File: src/rtl/merge5_leaf.sv
// merge5_leaf: two-into-one packet-granular merge with a registered output FIFO.
// Each buffered entry is {source, flit}; bit W-1 of a flit marks the packet tail.
module merge5_leaf #(
  parameter int unsigned W     = 9,
  parameter int unsigned DEPTH = 2
) (
  input  logic         CLK,
  input  logic         _RESET,
  input  logic [W-1:0] In0_data,
  input  logic         In0_valid,
  output logic         In0_ready,
  input  logic [W-1:0] In1_data,
  input  logic         In1_valid,
  output logic         In1_ready,
  output logic [W-1:0] Out_data,
  output logic         S,
  output logic         Out_valid,
  input  logic         Out_ready
);

  localparam int unsigned AW = (DEPTH > 1) ? $clog2(DEPTH) : 1;
  localparam int unsigned CW = $clog2(DEPTH + 1);

  logic [W:0]    mem [DEPTH];
  logic [AW-1:0] rd_ptr;
  logic [AW-1:0] wr_ptr;
  logic [CW-1:0] count;
  logic          lock;
  logic          owner;
  logic          last;

  logic          grant_vld;
  logic          grant_idx;
  logic          space;
  logic          push;
  logic          pop;
  logic [W-1:0]  push_data;

  // Packet-level arbitration: a locked owner keeps the grant, otherwise round robin.
  always_comb begin
    grant_vld = 1'b0;
    grant_idx = 1'b0;
    if (lock) begin
      grant_idx = owner;
      grant_vld = owner ? In1_valid : In0_valid;
    end else if (In0_valid && !In1_valid) begin
      grant_vld = 1'b1;
      grant_idx = 1'b0;
    end else if (In1_valid && !In0_valid) begin
      grant_vld = 1'b1;
      grant_idx = 1'b1;
    end else if (In0_valid && In1_valid) begin
      grant_vld = 1'b1;
      grant_idx = ~last;
    end
  end

  // Handshake: a full buffer still accepts when its head leaves in the same cycle.
  always_comb begin
    Out_valid = (count != '0);
    pop       = Out_valid && Out_ready;
    space     = (count < CW'(DEPTH)) || pop;
    In0_ready = space && grant_vld && !grant_idx;
    In1_ready = space && grant_vld && grant_idx;
    push      = In0_ready || In1_ready;
    push_data = grant_idx ? In1_data : In0_data;
    Out_data  = mem[rd_ptr][W-1:0];
    S         = mem[rd_ptr][W];
  end

  // Buffer storage, pointers, occupancy and arbitration state.
  always_ff @(posedge CLK or negedge _RESET) begin
    if (!_RESET) begin
      for (int unsigned i = 0; i < DEPTH; i++) begin
        mem[i] <= '0;
      end
      rd_ptr <= '0;
      wr_ptr <= '0;
      count  <= '0;
      lock   <= 1'b0;
      owner  <= 1'b0;
      last   <= 1'b1;
    end else begin
      if (push) begin
        mem[wr_ptr] <= {grant_idx, push_data};
        wr_ptr      <= (wr_ptr == AW'(DEPTH - 1)) ? '0 : wr_ptr + AW'(1);
        if (push_data[W-1]) begin
          lock <= 1'b0;
          last <= grant_idx;
        end else begin
          lock  <= 1'b1;
          owner <= grant_idx;
        end
      end
      if (pop) begin
        rd_ptr <= (rd_ptr == AW'(DEPTH - 1)) ? '0 : rd_ptr + AW'(1);
      end
      if (push && !pop) begin
        count <= count + CW'(1);
      end else if (pop && !push) begin
        count <= count - CW'(1);
      end
    end
  end

endmodule

File: config.mk
export PLATFORM = sky130hd
export DESIGN_NAME = merge5_leaf
export DESIGN_NICKNAME = d
export VERILOG_FILES = /design/src/rtl/merge5_leaf.sv
export SDC_FILE = /design/constraint.sdc
export NUM_CORES = 1
export LEC_CHECK = 0
export ABC_CLOCK_PERIOD_IN_PS = 2300
export CAP_MARGIN = 20
export CORE_MARGIN = 2
export CORE_UTILIZATION = 47
export DETAILED_ROUTE_END_ITERATION = 10
export PLACE_DENSITY = 0.87
export SETUP_SLACK_MARGIN = 0.02
export SYNTH_ARGS = -nofsm -noshare
export SYNTH_HDL_FRONTEND = slang
export SYNTH_SLANG_ARGS = --single-unit
File: constraint.sdc
create_clock -name CLK -period 2.3 [get_ports CLK]
set_input_delay 0.46 -clock CLK [delete_from_list [all_inputs] [get_ports CLK]]
set_output_delay 0.46 -clock CLK [all_outputs]
set_load 0.01 [all_outputs]
# ---- After elaboration in Yosys (flattened, before gate mapping)
# Index checks and enable logic that the tools add are counted.
dict set report classes {
  n_reduce_logical 21
  magnitude_cmp 4
  n_mux 21
  bitwise_logic 4
  n_addsub 4
}
# cell count
set op_table {}
lappend op_table {{$mux 10} 4}
lappend op_table {{$bwmux 20} 1}
lappend op_table {{$mux 1} 12}
lappend op_table {{$demux 10 s1} 1}
lappend op_table {{$logic_and 1x1->1} 10}
lappend op_table {{$mux 9} 1}
lappend op_table {{$logic_not 1->1} 5}
lappend op_table {{$ge 2x2->1 const B} 2}
lappend op_table {{$mux 2} 2}
lappend op_table {{$not 1->2} 2}
lappend op_table {{$reduce_and 2->1} 2}
lappend op_table {{$reduce_bool 2->1} 2}
lappend op_table {{$add 1x1->1 const B} 2}
lappend op_table {{$add 2x1->2 const B} 1}
lappend op_table {{$logic_or 1x1->1} 2}
lappend op_table {{$lt 2x1->1 const B} 1}
lappend op_table {{$lt 2x2->1 const B} 1}
lappend op_table {{$not 1->1} 2}
lappend op_table {{$sub 2x1->2 const B} 1}
dict set report totals {
  register_bits 27
  input_bits 23
}

# ---- Longest topological paths before layout
# Gate-level depths: netlist of the first run.
dict set report depth {
  ltp_word 12
  ltp_mapped 6
  ltp_nobuf 6
}

# ---- Worst setup path before layout of the first run
# No wires, ideal clock.
dict set report synth_path {
  kind {register to output}
  startpoint {register last}
  endpoint {output port In0_ready}
  path_buffers 1
  path_stages_with_launch 5
  path_slack_ns 0.433
  arrival_ns 1.407
  cell_sequence {dfstp_2 > a21boi_0 > mux2i_2 > buf_2 > and2_1}
}
dict set report synth_between {
  elab_chain_len 7
}
# item line_no
set synth_lines {}
lappend synth_lines {{start: declaration} 30} ;# logic last;
lappend synth_lines {{start signal: assignment} 89} ;# last <= grant_idx;
lappend synth_lines {{$not 1->1} 54} ;# grant_idx = ~last;
lappend synth_lines {{$mux 1} 52} ;# end else if (In0_valid && In1_valid) begin
lappend synth_lines {{$mux 1} 49} ;# end else if (In1_valid && !In0_valid) begin
lappend synth_lines {{$mux 1} 46} ;# end else if (In0_valid && !In1_valid) begin
lappend synth_lines {{$mux 1} 43} ;# if (lock) begin
lappend synth_lines {{$logic_not 1->1} 63} ;# In0_ready = space && grant_vld && !grant_idx;
lappend synth_lines {{$logic_and 1x1->1} 63}
lappend synth_lines {{end: declaration} 11} ;# output logic In0_ready,
# Every way passes these cells.

# ---- Final worst setup path of the first run
dict set report layout_path {
  startpoint {register owner}
  endpoint {output port In1_ready}
}
dict set report layout_between {
  elab_chain_len 4
  elab_cells_between_ends 5
  cone_classes {3 x mux; 2 x reduce/logical}
}
# item line_no
set layout_lines {}
lappend layout_lines {{start: declaration} 29} ;# logic owner;
lappend layout_lines {{start signal: assignment} 92} ;# owner <= grant_idx;
lappend layout_lines {{$mux 1} 45} ;# grant_vld = owner ? In1_valid : In0_valid;
lappend layout_lines {{$mux 1} 43}
lappend layout_lines {{$logic_and 1x1->1} 64} ;# In1_ready = space && grant_vld && grant_idx;
lappend layout_lines {{$logic_and 1x1->1 (*)} 64}
lappend layout_lines {{end: declaration} 14} ;# output logic In1_ready,
# Mark *: on every way between the ends. The rest lies on a longest branch, timed or not.

==> reports/metrics.csv, run 1 <==
metric,value,unit
dp_hpwl,2047,um
nFillCells,230,
wire_per_inst,14.49,um
drive_gt1_share,21.95,%
synth_area,1314,sq um
critical_path_buf_inv_count,2,
synth_compound_area_share,14.00,%
finalNonFillerCells,195,
routed_wl,2826,um
overflow,0,
cp_slowest_cell,dfrtp_2,
cts_tree,yes,
p_leak,0.0007447,uW
synth_fp_nets,145,
hold_violations,0,
first_pass_iters,4,
post-route-util,67.59,%
pin_count,36,
gp_congestion,0.7689,
max_freq,463.4,MHz
synth_top_family_by_area,multiplexers,
port_buffers,35,
clk_pin_slew,0.14,ns
worstMarginPinSlew,0.3717,ns
peakVddDrop,0.0008832,V
drt_iter0_markers,30,
synth_mux_area_share,18.10,%
grt_pass1_vias,1085,
setup_viol_count_final,0,
initial_core_util,48.48,%
period_share,93.81,%
grt_pass1_wl,4899,um
clock_sinks,27,
final_nets,189,
grtUsageTotal,19.50,%
cp-start-kind,flip-flop,
yosys.area_share.simple,9.238,%
synth_xor_area_share,3.333,%
synth_flop_cell,dfrtp_1,
num_vias,1017,
hold_path.class,in2async,
drv_cap,0,
clock_latency,0.31,ns
syn2layout_area_growth,39.43,%
cts-root-buf,clkbuf_4,
dp_slack,-0.2946,ns
coreArea,2710,sq um
crit_chain,mux2i_2 -> a211oi_2 -> buf_4 -> nor2b_1 -> clkdlybuf4s15_2,
crit_type,reg2out,
num_rows,19,
die_area,3234,sq um
ys_seq_area_share,51.52,%
cp-end-kind,output pin,
synth_fa_ha_area_share,0.9524,%
antenna_found_initial,0,
rsz0062_at_grt,false,
synth_seq_cells,27,
die_h,56.87,um
fin_skew,0.01204,ns
finalWorstPathRequiredPeriod,2.158,ns
diodes,0,
ant_nets,0,
power_density,1410,nW/um^2
worst_slack,0.1423,ns
postSynthCellCount,121,
crit_required,1.84,ns
htree_levels,1,
viasPerCell,5.215,
syn_area_per_cell,10.86,sq um
cp_max_fo,4,
max_stage_delay,0.47,ns
setup_tns,0,ns
die_x,56.87,um
dp_cells,189,
cts_buffer_depth,2,
cts-buffers-inserted,3,
yosys_warnings,0,
grt_max_degree,28,
status,"finished, final reports clean",
synth-edff-count,0,
ys_types,24,
synthArstFlopShare,100.0,%
cts_hold_buf,0,
worstPathArrival,1.70,ns
slew_headroom,75.22,%
slew_violations,0,
drc,0,
path_delay_family,flip-flops,
==> cell usage in the layout, fill, tap and decap left out, types with 3 or more instances in the layout <==
| master | instances |
|---|---|
| a21oi_1 | 22 |
| clkbuf_4 | 3 |
| clkdlybuf4s50_1 | 31 |
| nor2_1 | 22 |
| dlygate4sd2_1 | 3 |
| mux2i_1 | 9 |
| buf_4 | 9 |
| xnor2_1 | 3 |
| mux2_2 | 11 |
| dfrtp_1 | 24 |
==> synthesized netlist by cell type (2+ instances only) <==
master	number	area (sq um)
nor2b_1	2	12.51
mux2i_1	10	100.1
a21oi_1	22	110.1
a2111oi_2	2	30.03
nand2_1	2	7.510
buf_2	6	30.03
dfrtp_1	26	650.6
nor2_1	22	82.58
xnor2_1	3	26.28
xor2_1	2	17.52
mux2_2	11	123.9
==> power by group <==
group	switching, uW	internal (uW)
clock network	129	67.7
registers	166	723
logic	657	839
==> timing repair <==
action                                  in CTS  in global routing
pin swaps                                    1                  0
resized for setup                            9                  1
buffers inserted                             1                  1
endpoints found under the setup margin       5                  7
==> final cells by class <==
type / instances / area [sq um] / share of cell area, %
well taps: 31 / 38.79 / 2.117
multi-input cells: 86 / 628.1 / 34.29
repair buffers: 46 / 455.4 / 24.86
clock buffers: 4 / 26.28 / 1.434
inverters: 1 / 3.754 / 0.2049
flip-flops and latches: 27 / 679.4 / 37.09
==> kinds of logic (layout without fill, tap and decap cells) <==
group | after synthesis | in the layout
AO/OA/AOI/OAI | 29 | 29
AND/OR/NAND/NOR | 29 | 29
flip-flops | 27 | 27
multiplexers | 22 | 22
buffers and inverters | 8 | 51
XOR/XNOR | 5 | 5
adder cells (fa/ha/maj) | 1 | 1
==> metrics by stage <==
step | hold WS [ns] | power, uW | cell area (sq um)
global placement | 0.4718 | 2315 | 1787
finish | 0.4909 | 2582 | 1832
CTS | 0.4985 | 2580 | 1823
global route | 0.5167 | 2796 | 1832
detailed placement | 0.4768 | 2372 | 1787
floorplan | 0.1644 | 1738 | 1314
==> path summary, 6_finish.rpt <==
check,from,endpoint,slack [ns],depth (start not counted)
setup / recovery,owner,In1_ready,0.14,5
hold / removal,_RESET,mem[1],0.49,2
setup reg to reg,owner,count[1],0.49,7
hold reg to reg,count[1],count[1],0.50,1
max in group asynchronous,_RESET,last,1.51,2
min in group CLK,count[1],count[1],0.50,1
==> registers in the layout (all words and copies together), names as in the netlist <==
name    count
count       2
last        1
lock        1
mem        20
owner       1
rd_ptr      1
wr_ptr      1
==> per-layer routing <==
metal  GRT usage (%)  wire [um]
met1           24.16       1148
met2           35.71       1505
met3           3.226        173
met4           3.987          0
met5               0          0
Note: power is estimated with default switching activity, not from simulation.
==> inputs of run 2 (changes only) <==
Settings changed: CORE_MARGIN 2 to 10, RECOVER_POWER from default to 50, SKIP_LAST_GASP from default to 1.
==> reports/metrics.csv, run 2 (same netlist as run 1, synthesis figures left out) <==
metric,value,unit
diodes,0,
holdPathStages,1,
grt_max_degree,28,
gp_congestion,0.7134,
ant_nets,0,
grt_pass1_vias,1135,
p_leak,0.0007400,uW
worstPathArrival,1.76,ns
clock_sinks,27,
crit_required,1.84,ns
pin_count,36,
nFillCells,223,
initial_core_util,48.48,%
crit_chain,clkdlybuf4s50_1 -> mux2i_1 -> a211oi_2 -> buf_4 -> nor2b_1 -> clkbuf_2,
post-route-util,67.04,%
rsz0062_at_grt,true,
drv_cap,0,
placed_area,1779,sq um
cts-root-buf,clkbuf_4,
final_area,1817,sq um
die_x,72.87,um
crit_type,in2out,
final_common_cell,clkdlybuf4s50_1,
cp-end-kind,output pin,
max_stage_delay,0.51,ns
port_buffers,35,
drt_iter0_markers,42,
finalWorstPathRequiredPeriod,2.221,ns
hold_path.class,reg2reg,
clk_pin_slew,0.14,ns
r2r_slack,0.35,ns
r2r_cells,9,
cts_tree,yes,
multi_input_area,628.1,sq um
cp_slowest_cell,clkdlybuf4s50_1,
cts_hold_buf,0,
finalPower,2575,uW
status,"finished, final reports clean",
die_h,72.87,um
worstMarginPinSlew,1.413,ns
dp_hpwl,2422,um
overflow,0,
syn2layout_area_growth,38.29,%
slew_headroom,5.814,%
setup_viol_count_final,0,
htree_levels,1,
regMostFlops,mem,
routed_wl,3130,um
hold_violations,0,
fin_skew,0.003092,ns
final_cell_mix,"32 x clkdlybuf4s50_1, 25 x dfrtp_1, 22 x nor2_1, 22 x a21oi_1, 11 x mux2_2",
cp_max_fo,3,
max_freq,450.3,MHz
power_density,1417,nW/um^2
wire_per_inst,16.05,um
largest_reg_flops,20,
cp-start-kind,primary input,
slew_violations,0,
grtUsageTotal,11.74,%
grt_pass1_wl,5092,um
num_rows,19,
num_vias,1051,
setup_tns,0,ns
period_share,96.55,%
cts-buffers-inserted,3,
drc,0,
first_pass_iters,6,
cts_buffer_depth,2,
hold_ws,0.4913,ns
antenna_found_initial,0,
die_area,5310,sq um
drive_gt1_share,21.34,%
peakVddDrop,0.0009401,V
regArea,678.2,sq um
final_nets,189,
coreArea,2710,sq um
viasPerCell,5.390,
reg.largest.list,"mem (20), count (2)",
clock_latency,0.31,ns
run 2: cell types whose count changed in the layout (fill, tap and decap cells not counted), sizes merged:
cell	delta
clkdlybuf4s15	-1
buf	-2
clkbuf	+3
dlygate4sd2	-3
dlygate4sd3	+1
clkinv	+1
clkdlybuf4s50	+1
run 2: power by group:
| group | leakage, uW | total [uW] | switching (uW) | internal (uW) |
|---|---|---|---|---|
| Clock | 0.0000177 | 197 | 132 | 65.0 |
| Sequential | 0.000297 | 921 | 199 | 722 |
| Combinational | 0.000425 | 1460 | 640 | 817 |
| Total | 0.000740 | 2580 | 972 | 1600 |
run 2: worst paths after layout:
path	from	end
max in group asynchronous	_RESET	rd_ptr
min reg2reg	count[1]	count[1]
max	In0_valid	In1_ready
min	count[1]	count[1]
min in group asynchronous	_RESET	mem[0]
max reg2reg	owner	count[1]
run 2: worst max-delay path, delay by kind of cell:
kind / cells / cell delay [ns]
multiplexers: 1 / 0.12
buffers and inverters: 3 / 0.80
AND/OR/NAND/NOR: 1 / 0.12
AO/OA/AOI/OAI: 1 / 0.26
run 2: per-layer routing:
metal	share of wire, %	track usage, %	up-vias	routed length [um]
li1	-	-	509	-
met1	40	12.33	504	1259
met2	52	21.29	34	1614
met3	6.9	4.082	4	216
met4	1.3	3.586	0	40
met5	0	0	-	0
run 2: metrics by stage:
step	std cells	setup WS [ns]
global route	195	0.002448
detailed placement	188	-0.2633
finish	195	0.07942
global placement	188	-0.1707
floorplan	121	0.4331
CTS	194	-0.01314
run 2: timing repair:
item,in CTS,in global routing
setup buffers,2,1
pin swaps,1,1
gates cloned,0,0
setup endpoints to repair,12,2
gates resized for setup,5,4
run 2: cell type report:
type / instances / area share [%]
Clock buffer: 3 / 1.240
Inverter: 1 / 0.2066
Clock inverter: 1 / 0.2755
Timing Repair Buffer: 46 / 24.24
Multi-Input combinational cell: 86 / 34.57
Tap cell: 31 / 2.135
Sequential cell: 27 / 37.33
==> inputs of run 3 (changes only) <==
Settings changed: ABC_CLOCK_PERIOD_IN_PS 2300 to 2600, CORE_UTILIZATION 47 to 51, PLACE_DENSITY 0.87 to 0.93.
Clock period 2.3 ns to 2.6 ns, I/O delays scaled along.
==> reports/metrics.csv, run 3 (same netlist as run 1, synthesis figures left out) <==
metric,value,unit
worstPathArrival,1.92,ns
finalPower,2206,uW
hold_path.class,reg2reg,
period_share,93.71,%
regArea,676.9,sq um
r2r-end,mem[11],
crit_required,2.08,ns
max_freq,410.4,MHz
slew_violations,0,
cts-buffers-inserted,3,
final_cell_mix,"32 x clkdlybuf4s50_1, 26 x dfrtp_1, 22 x nor2_1, 22 x a21oi_1, 11 x mux2_2",
reg.largest.list,"mem (20), count (2)",
cp-start-kind,primary input,
fin_skew,0.01653,ns
nFillCells,188,
endpoint,In1_ready,
p_leak,0.0007254,uW
setup_viol_count_final,0,
cts-root-buf,clkbuf_4,
clock_latency,0.32,ns
gp_congestion,0.7648,
die_x,70.76,um
status,"finished, final reports clean",
viasPerCell,5.391,
routed_wl,3119,um
r2r-start,owner,
dp_hpwl,2435,um
port_buffers,35,
setup_tns,0,ns
drive_gt1_share,17.90,%
num_rows,18,
clk_pin_slew,0.13,ns
peakVddDrop,0.0007097,V
first_pass_iters,4,
drc,0,
cts_tree,yes,
power_density,1241,nW/um^2
worstMarginPinSlew,0.9463,ns
cp_max_fo,3,
grt_pass1_wl,5216,um
num_vias,1035,
rsz0062_at_grt,false,
die_area,5006,sq um
antenna_found_initial,0,
wire_per_inst,16.24,um
multi_input_area,628.1,sq um
die_h,70.76,um
ant_nets,0,
regMostFlops,mem,
initial_core_util,53.03,%
drv_cap,0,
overflow,0,
coreArea,2477,sq um
pin_count,36,
syn2layout_area_growth,35.33,%
drt_iter0_markers,53,
htree_levels,1,
clock_sinks,27,
diodes,0,
cts_buffer_depth,2,
hold_violations,0,
finalWorstPathRequiredPeriod,2.437,ns
slew_headroom,36.91,%
final_common_cell,clkdlybuf4s50_1,
cts_hold_buf,0,
r2r_cells,6,
final_nets,187,
grt_max_degree,21,
r2r_slack,0.51,ns
grtUsageTotal,12.08,%
cp-end-kind,output pin,
cp-startpoint,In0_valid,
crit_type,in2out,
grt_pass1_vias,1133,
largest_reg_flops,20,
run 3: cell types whose count changed in the layout (fill, tap and decap cells not counted), sizes merged:
cell / delta
buf: -3
dlygate4sd2: +2
clkbuf: -1
run 3: power breakdown:
group	internal, uW	switching [uW]
combinational	673	544
sequential	637	177
clock	57.6	118
run 3: repair_timing:
item,4_1_cts,5_1_grt
resized for setup,4,0
setup endpoints to repair,2,0
setup buffers,1,0
run 3: layout make-up:
class	instances	share of cell area, %
clock buffers	3	1.267
repair buffers	44	22.73
inverters	1	0.2111
multi-input cells	86	35.33
well taps	30	2.111
flip-flops and latches	27	38.07
clock inverters	1	0.2815
run 3: layer usage:
| metal | GRT usage, % | routed length [um] |
|---|---|---|
| met3 | 3.905 | 216 |
| met4 | 2.366 | 0 |
| met5 | 0 | 0 |
| met1 | 14.05 | 1275 |
| met2 | 21.17 | 1626 |
run 3: worst max-delay path, stage by stage:
cell and delay [ns]:
clkdlybuf4s50_1 0.52, mux2i_1 0.13, a211oi_2 0.21, buf_4 0.14
nor2b_1 0.11, dlygate4sd2_1 0.28
run 3: worst min-delay path by stage:
stage                  start  endpoint  slack, ns  depth (start not counted)
global route        count[1]  count[1]       0.53                          1
floorplan             _RESET  count[0]       0.22                          0
global placement    count[1]  count[1]       0.47                          1
finish              count[1]  count[1]       0.50                          1
CTS                   _RESET    mem[0]       0.50                          1
detailed placement  count[1]  count[1]       0.47                          1
run 3: per-stage QoR:
step / setup WS [ns] / instances / util [%] / area, sq um / hold slack (ns)
2_1_floorplan: 0.6378 / 121 / - / 1314 / 0.2244
3_3_place_gp: 0.007424 / 187 / 70.76 / 1753 / 0.4721
3_5_place_dp: -0.09932 / 187 / 70.76 / 1753 / 0.4727
4_1_cts: 0.1624 / 192 / 72.22 / 1789 / 0.5012
5_1_grt: 0.03909 / 192 / 71.77 / 1778 / 0.5320
6_report: 0.1634 / 192 / 71.77 / 1778 / 0.4970
